**config.mk**
```make
export PLATFORM = sky130hd
export DESIGN_NAME = vc_lru_ctrl_flat
export DESIGN_NICKNAME = d
export VERILOG_FILES = /design/src/rtl/vc_lru_ctrl_pkg.sv /design/src/rtl/vc_lru_ctrl_if.sv /design/src/rtl/vc_lru_reorder.sv /design/src/rtl/vc_lru_ctrl.sv /design/src/flat_wrapper.sv
export SDC_FILE = /design/constraint.sdc
export NUM_CORES = 1
export LEC_CHECK = 0
export ABC_AREA = 1
export BUFFER_PORTS_ARGS = -buffer_cell sky130_fd_sc_hd__buf_2
export CORE_ASPECT_RATIO = 1.2
export CORE_MARGIN = 4
export CORE_UTILIZATION = 58
export DETAILED_ROUTE_END_ITERATION = 7
export GPL_TIMING_DRIVEN = 1
export PLACE_DENSITY = 0.83
export SKIP_CTS_REPAIR_TIMING = 1
export SYNTH_ARGS = -nofsm -noshare
export SYNTH_HDL_FRONTEND = slang
export SYNTH_SLANG_ARGS = --single-unit
```
**constraint.sdc**
```tcl
create_clock -name clk -period 2.6 [get_ports clk]
set_input_delay 0.13 -clock clk [delete_from_list [all_inputs] [get_ports clk]]
set_output_delay 0.13 -clock clk [all_outputs]
set_load 0.05 [all_outputs]
```
**src/rtl/vc_lru_ctrl_pkg.sv**
```systemverilog
// Shared victim-cache LRU types: geometry constants, way/stack types, op and FSM state enums.
// Used by vc_lru_ctrl, vc_lru_reorder and the L2 LRU logic.
package lc3b_types;

  localparam int VC_WAYS = 8;
  localparam int VC_IDXW = 3;
  localparam int VC_LRUW = VC_WAYS * VC_IDXW;

  typedef logic [VC_IDXW-1:0] vc_way_t;
  typedef logic [VC_LRUW-1:0] vc_lru_t;

  typedef enum logic {
    VC_TOUCH  = 1'b0,
    VC_VICTIM = 1'b1
  } vc_lru_op_t;

  typedef enum logic [1:0] {
    IDLE   = 2'd0,
    SEARCH = 2'd1,
    WRITE  = 2'd2,
    DONE   = 2'd3
  } vc_lru_state_t;

endpackage

```
**src/rtl/vc_lru_ctrl_if.sv**
```systemverilog
// Request and LRU-array bus between the VC control FSM (master) and vc_lru_ctrl (slave).
// Handshake: req is sampled only while busy=0; once taken, ack pulses for one cycle on completion,
// and lru_wdata is meaningful only in the cycle lru_write=1.
interface vc_lru_ctrl_if #(
  parameter int IDXW = lc3b_types::VC_IDXW,
  parameter int LRUW = lc3b_types::VC_LRUW
);
  logic            req;
  logic            op;
  logic [IDXW-1:0] way_in;
  logic            busy;
  logic            ack;
  logic [IDXW-1:0] victim_way;
  logic [LRUW-1:0] lru_rdata;
  logic            lru_write;
  logic [LRUW-1:0] lru_wdata;

  modport master (
    output req, op, way_in, lru_rdata,
    input  busy, ack, victim_way, lru_write, lru_wdata
  );

  modport slave (
    input  req, op, way_in, lru_rdata,
    output busy, ack, victim_way, lru_write, lru_wdata
  );
endinterface

```
**src/rtl/vc_lru_reorder.sv**
```systemverilog
// Combinational LRU stack reorder: move target to slot 0 and shift slots 0..pos-1 down by one.
// Slots above pos are untouched; shared with the L2 LRU logic.
module vc_lru_reorder #(
  parameter int WAYS = 8,
  parameter int IDXW = 3,
  localparam int LRUW = WAYS * IDXW
) (
  input  logic [LRUW-1:0] stk,
  input  logic [IDXW-1:0] pos,
  input  logic [IDXW-1:0] target,
  output logic [LRUW-1:0] new_stk
);

  always_comb begin
    new_stk = stk;
    new_stk[IDXW-1:0] = target;
    for (int k = 1; k < WAYS; k++) begin
      if (k <= int'(pos)) begin
        new_stk[k*IDXW +: IDXW] = stk[(k-1)*IDXW +: IDXW];
      end
    end
  end

endmodule

```
**src/rtl/vc_lru_ctrl.sv**
```systemverilog
// Victim-cache LRU read/update controller: touch (make way MRU) and victim (return LRU way, make it MRU).
// Optional statistics (touch/victim counters, sticky stack_err) are built when VC_LRU_STATS_EN is defined.
module vc_lru_ctrl
  import lc3b_types::*;
#(
  parameter int WAYS = VC_WAYS,
  parameter int IDXW = VC_IDXW,
  localparam int LRUW = WAYS * IDXW
) (
  input  logic          clk,
  input  logic          rst,
  vc_lru_ctrl_if.slave  bus,
  output vc_lru_state_t state_dbg
`ifdef VC_LRU_STATS_EN
  ,
  output logic [15:0]   touch_cnt,
  output logic [15:0]   victim_cnt,
  output logic          stack_err
`endif
);

  vc_lru_state_t   state, state_nxt;
  vc_lru_op_t      op_q;
  logic [IDXW-1:0] tgt_q;
  logic [LRUW-1:0] stk_q;
  logic [IDXW-1:0] pos_q;
  logic [IDXW-1:0] pos_c;
  logic [IDXW-1:0] victim_q;
  logic [LRUW-1:0] wdata_q;
  logic [LRUW-1:0] new_stk;

  // State register
  always_ff @(posedge clk or posedge rst) begin
    if (rst) state <= IDLE;
    else     state <= state_nxt;
  end

  // Next-state logic
  always_comb begin
    state_nxt = state;
    case (state)
      IDLE:    if (bus.req) state_nxt = SEARCH;
      SEARCH:  state_nxt = WRITE;
      WRITE:   state_nxt = DONE;
      DONE:    state_nxt = IDLE;
      default: state_nxt = IDLE;
    endcase
  end

  // Outputs; lru_write decodes straight from state so reset drops it without a clock edge
  always_comb begin
    state_dbg      = state;
    bus.busy       = (state != IDLE);
    bus.ack        = (state == DONE);
    bus.lru_write  = (state == WRITE);
    bus.lru_wdata  = (state == WRITE) ? new_stk : wdata_q;
    bus.victim_way = victim_q;
  end

  // Lowest matching slot wins; a corrupt stack with no match falls back to the LRU slot
  always_comb begin
    pos_c = IDXW'(WAYS - 1);
    for (int i = WAYS - 1; i >= 0; i--) begin
      if (stk_q[i*IDXW +: IDXW] == tgt_q) pos_c = IDXW'(i);
    end
  end

  vc_lru_reorder #(.WAYS(WAYS), .IDXW(IDXW)) u_reorder (
    .stk     (stk_q),
    .pos     (pos_q),
    .target  (tgt_q),
    .new_stk (new_stk)
  );

  // Victim target is resolved at request time, so SEARCH treats both ops identically
  always_ff @(posedge clk or posedge rst) begin
    if (rst) begin
      op_q     <= VC_TOUCH;
      tgt_q    <= '0;
      stk_q    <= '0;
      pos_q    <= '0;
      victim_q <= '0;
      wdata_q  <= '0;
    end else begin
      case (state)
        IDLE: begin
          if (bus.req) begin
            op_q  <= vc_lru_op_t'(bus.op);
            tgt_q <= bus.op ? bus.lru_rdata[LRUW-1 -: IDXW] : bus.way_in;
            stk_q <= bus.lru_rdata;
          end
        end
        SEARCH: begin
          pos_q <= pos_c;
          if (op_q == VC_VICTIM) victim_q <= tgt_q;
        end
        WRITE:   wdata_q <= new_stk;
        default: ;
      endcase
    end
  end

`ifdef VC_LRU_STATS_EN
  logic hit_c;

  always_comb begin
    hit_c = 1'b0;
    for (int i = 0; i < WAYS; i++) begin
      if (stk_q[i*IDXW +: IDXW] == tgt_q) hit_c = 1'b1;
    end
  end

  always_ff @(posedge clk or posedge rst) begin
    if (rst) begin
      touch_cnt  <= '0;
      victim_cnt <= '0;
      stack_err  <= 1'b0;
    end else begin
      if (state == SEARCH && !hit_c) stack_err <= 1'b1;
      if (state == DONE) begin
        if (op_q == VC_VICTIM) victim_cnt <= victim_cnt + 16'd1;
        else                   touch_cnt  <= touch_cnt + 16'd1;
      end
    end
  end
`endif

endmodule

```
**src/flat_wrapper.sv**
```systemverilog
// flat-port wrapper written by rule: the top's interface ports become plain ports
module vc_lru_ctrl_flat import lc3b_types::*;
#(
  parameter int WAYS = VC_WAYS,
  parameter int IDXW = VC_IDXW,
  localparam int LRUW = WAYS * IDXW
)
  (clk, rst, state_dbg, bus_req, bus_op, bus_way_in, bus_lru_rdata, bus_busy, bus_ack, bus_victim_way, bus_lru_write, bus_lru_wdata);
  vc_lru_ctrl_if #(.IDXW(IDXW)) bus_i ();
  input  logic clk;
  input  logic rst;
  output vc_lru_state_t state_dbg;
  input wire logic [$bits(bus_i.req)-1:0] bus_req;
  input wire logic [$bits(bus_i.op)-1:0] bus_op;
  input wire logic [$bits(bus_i.way_in)-1:0] bus_way_in;
  input wire logic [$bits(bus_i.lru_rdata)-1:0] bus_lru_rdata;
  output wire logic [$bits(bus_i.busy)-1:0] bus_busy;
  output wire logic [$bits(bus_i.ack)-1:0] bus_ack;
  output wire logic [$bits(bus_i.victim_way)-1:0] bus_victim_way;
  output wire logic [$bits(bus_i.lru_write)-1:0] bus_lru_write;
  output wire logic [$bits(bus_i.lru_wdata)-1:0] bus_lru_wdata;
  assign bus_i.req = bus_req;
  assign bus_i.op = bus_op;
  assign bus_i.way_in = bus_way_in;
  assign bus_i.lru_rdata = bus_lru_rdata;
  assign bus_busy = bus_i.busy;
  assign bus_ack = bus_i.ack;
  assign bus_victim_way = bus_i.victim_way;
  assign bus_lru_write = bus_i.lru_write;
  assign bus_lru_wdata = bus_i.lru_wdata;
  vc_lru_ctrl #(.WAYS(WAYS), .IDXW(IDXW)) u_core (.clk(clk), .rst(rst), .bus(bus_i), .state_dbg(state_dbg));
endmodule
```
# After elaboration in Yosys (flattened, before gate mapping)
# Cells that the tools add are included.
# word_totals
ff_bits	60
inputBits	31
wordCells	47
# classes
n_lt_le_gt_ge	7
eq_ne	11
muxes	18
n_reduce_logical	4
# op_table
cell	n
2-to-1 mux 3 bit	14
2-to-1 mux 24 bit	1
== test 3 bit	7
<= comparator 3 bit, first input constant	4
case mux 2 bit (4 select lines)	1
<= comparator 2 x 3 -> 1 bit, first input constant	2
== test 2 bit, second input constant	2
AND reduction 2 bit	2
<= comparator 1 x 3 -> 1 bit, first input constant	1
== test 2 x 1 -> 1 bit, second input constant	1
zero test 2 bit	1
2-to-1 mux 2 bit	1
!= test 2 bit, second input constant	1
nonzero test 2 bit	1
2-to-1 mux 1 bit	1

# Longest topological paths before layout
# logic_depth
ltp_word	8
depth_mapped	13

# Cells and area by module
# Synthesis repeated with hierarchy kept, for this count alone.
# hier_totals
hier_cells	335
hier_area_um2	3011.6
# modules_own_cells
module	instances	cells_each	area_each_um2	seq_area_each_um2
vc_lru_ctrl	1	262	2653.8	1501.4
vc_lru_reorder	1	73	357.8	0.0

# Least setup slack after synthesis
# Ideal clock, no wire load.
# synth_path
path_type	reg-to-reg
from	register u_core.state[0] (netlist: u_core.state_dbg[0])
to	register u_core.wdata_q[21]
setup_ps	224
t_arrival_ps	2548
required_ps	2376
setup_slack_ps	-172
path_stages_with_launch	6
period_less_slack_ps	2772
cell_sequence	dfrtp_1 > inv_1 > ha_1 > buf_2 > buf_2 > a31oi_1
# synth_via
elab_chain_cells	2
# synth_rtl
element	line	rtl
from (decl)	vc_lru_ctrl.sv:22	vc_lru_state_t state, state_nxt;
from (signal assigned)	vc_lru_ctrl.sv:35	else state <= state_nxt;
== test 2 bit	n/a	
named net bus_lru_write	flat_wrapper.sv:20	output wire logic [$bits(bus_i.lru_write)-1:0] bus_lru_write;
2-to-1 mux 24 bit	n/a	
named net bus_lru_wdata[21]	flat_wrapper.sv:21	output wire logic [$bits(bus_i.lru_wdata)-1:0] bus_lru_wdata;
to (signal assigned)	vc_lru_ctrl.sv:97	WRITE: wdata_q <= new_stk;
to (decl)	vc_lru_ctrl.sv:29	logic [LRUW-1:0] wdata_q;
# The timed path passes the listed nets, and every way through them passes these cells.
# A chain may end at the register's enable or synchronous reset.

# Worst setup path in the final report
# layout_path
from	register u_core.state[0] (netlist: u_core.state_dbg[0])
to	output port bus_lru_wdata[4]
# layout_via
elab_chain_cells	2
# layout_rtl
element	line	rtl
== test 2 bit	vc_lru_ctrl.sv:56	bus.lru_wdata = (state == WRITE) ? new_stk : wdata_q;
2-to-1 mux 24 bit	n/a	
to (decl)	flat_wrapper.sv:21	
# Every way passes these cells.

==> key figures <==
Run status
  • Status: complete, but fails checks
  • Failing checks: negative hold slack

Timing
  • Max-slew violation count: 0
  • Min cycle time layout: 2310 ps
  • # setup viols final: 0
  • Worst slew pin tran: 756 ps
  • Setup Skew: 10.1 ps
  • Max Clock Freq: 432 MHz
  • RSZ-0062 raised after global routing: false
  • Final Cycle Share: 89.0%
  • Max-slew headroom: 49.6%
  • Final Hold Viols: 9
  • Hold Slack: -11.0 ps

Place
  • Port buffer count: 62
  • Dpl hpwl: 4850 um
  • GPL Wtd Cong: 0.841
  • Placed Cells incl. Taps: 448

Synthesis
  • Warnings, synthesis: 0
  • Most used DFF post-synth: dfrtp_1
  • Area of the mapped netlist: 2840 um^2
  • Syn Nets: 372
  • Async SR Flop Fraction: 100%
  • Post-synth EDFFs: 0
  • Syn avg cell area: 8.45 um^2
  • Top-area cell type share of the netlist area: 52.9%
  • Synthesized flop and latch total: 60
  • Post-Synthesis Cells: 336
  • Synth top cells by count: 134 x nand2_1, 60 x dfrtp_1, 28 x nor2_1
  • Top area cells in the synthesized netlist: dfrtp_1 53%, nand2_1 18%, xnor2_1 5.9%
  • Unique masters post-synth: 26
  • Sequential share of the synthesized area: 52.9%
  • Yosys top cell by area: dfrtp_1
  • Top-count cell post-synth: nand2_1

Cells and area
  • Area Growth Syn to Fin: 23.3%
  • Non-Filler Instances: 468
  • Diode count: 0
  • Final nets: 442
  • Layout cells sized above 1: 26.1%

Die
  • Die Y: 84.7 um
  • Core area: 4660 um^2
  • # rows: 27
  • Number of top-level pins: 63
  • Overall die width: 71.9 um
  • Initial core utilization: 60.9%
  • Area of the die: 6090 um^2

Critical path
  • CP Launch Type: flop
  • CP Capture Type: output pin
  • Required time of the critical path: 2470 ps
  • Critical Path AT: 2180 ps
  • Worst-path fanout max: 29
  • CP Class: flop to output pin

GRT
  • Vias in the first global route: 2506
  • Number of antenna violations at the first check in global routing: 0
  • Overflow after GRT: 0
  • First-pass GRT wire length: 11200 um
  • Pin count of the biggest net entering global routing: 37
  • All-layer global routing usage: 23.7%

Worst hold path
  • HP Class: input port to flop

Detailed routing
  • 1st-iter DRT viols: 99
  • Remaining DRCs: 0
  • Wire per inst: 14.5 um
  • Routed Antenna Nets: 0
  • Number of iterations in the first detailed-routing pass: 4
  • Via count: 2452
  • DRT Wirelength: 6800 um
  • DR vias/cell: 5.24

CTS
  • # H-tree levels: 3
  • Sinks on Clock Net: 60
  • Longest Clk Path Bufs: 2
  • CTS Root Cell: clkbuf_8
  • CTS tree: done
  • CTS Buf Count: 9
  • Clk_lat worst skew: 340 ps
  • Clk slew on worst S/H paths: 70 ps

Job
  • # Max-Cap Violations: 0
==> layout make-up <==
class,count,area [um^2]
inverters,19,73.8
flip-flops and latches,60,1500
repair buffers,72,410
clock inverters,5,52.6
well taps,58,72.6
fillers,346,1160
clock buffers,10,138
multi-input cells,244,1250
==> final timing paths <==
check	from	endpoint	slack, ps	cells after the start
max in group asynchronous	rst	u_core.stk_q[10]$_DFFE_PP0P_	1450	4
min	bus_lru_rdata[16]	u_core.stk_q[16]$_DFFE_PP0P_	-10	3
min in group asynchronous	rst	u_core.state_dbg[1]$_DFFE_PP0P_	460	3
max	u_core.state_dbg[0]$_DFFE_PP0P_	bus_lru_wdata[4]	290	6
max reg2reg	u_core.state_dbg[1]$_DFFE_PP0P_	u_core.tgt_q[1]$_DFFE_PP0P_	800	6
min reg2reg	u_core.stk_q[22]$_DFFE_PP0P_	u_core.stk_q[22]$_DFFE_PP0P_	490	2
==> registers in the layout (all words and copies together), names as in the netlist <==
| register | count |
|---|---|
| u_core.op_q | 1 |
| u_core.pos_q | 3 |
| u_core.tgt_q | 3 |
| u_core.stk_q | 24 |
| u_core.state_dbg | 2 |
| u_core.bus.victim_way | 3 |
| u_core.wdata_q | 24 |
==> cells by family after synthesis <==
family | share of synthesized area, %
buf+inv | 5.33
simple gates | 24.3
compound gates | 9.16
xor+xnor | 6.17
flops | 52.9
fa+ha+maj | 2.20
==> cell usage in the layout, fill, tap and decap left out <==
master and instances:
and2_1 1, clkbuf_8 10, xor2_1 1, a31oi_2 11, nor2_1 28, inv_4 1, buf_2 62, dlygate4sd3_1 5
bufinv_16 1, a21oi_1 3, ha_2 1, dfrtp_1 60, inv_2 5, o21ai_2 1, nand3_2 1, nand3_1 8
nor2_2 2, buf_12 1, o21ai_0 11, clkinv_2 3, o22ai_1 3, buf_4 4, a31oi_1 11, a21oi_2 1
inv_1 13, o21ai_1 2, ha_1 4, xnor2_1 19, or2_2 2, clkinvlp_4 1, nand2_1 134
==> critical path, stage by stage, from the launching register on <==
cell,delay [ps]
dfrtp_1,420
inv_1,130
ha_2,490
buf_12,250
nor2_1,70
a31oi_1,180
buf_2,300
==> layer usage <==
layer / global-route usage (%) / vias to the layer above / share of wire (%)
li1: - / 1207 / -
met1: 28.1 / 1161 / 41
met2: 41.3 / 72 / 52
met3: 6.23 / 12 / 5.8
met4: 7.52 / 0 / 1.7
met5: 0 / - / 0
==> metrics by stage <==
stage | TNS, ps | instance area (um^2) | util [%] | hold WS (ps) | setup slack (ps)
after floorplan | -2590 | 2900 | - | 240 | -172
after global placement | 0 | 3260 | 69.9 | 294 | 723
after detailed placement | 0 | 3260 | 69.9 | 308 | 638
after CTS | 0 | 3450 | 74.0 | -61.4 | 269
after global routing | 0 | 3500 | 75.1 | 1.01 | 133
final | 0 | 3500 | 75.1 | -11.0 | 287
Power is not shown: default switching activity piles up to over one toggle a cycle in this logic, so the estimate is an artifact.
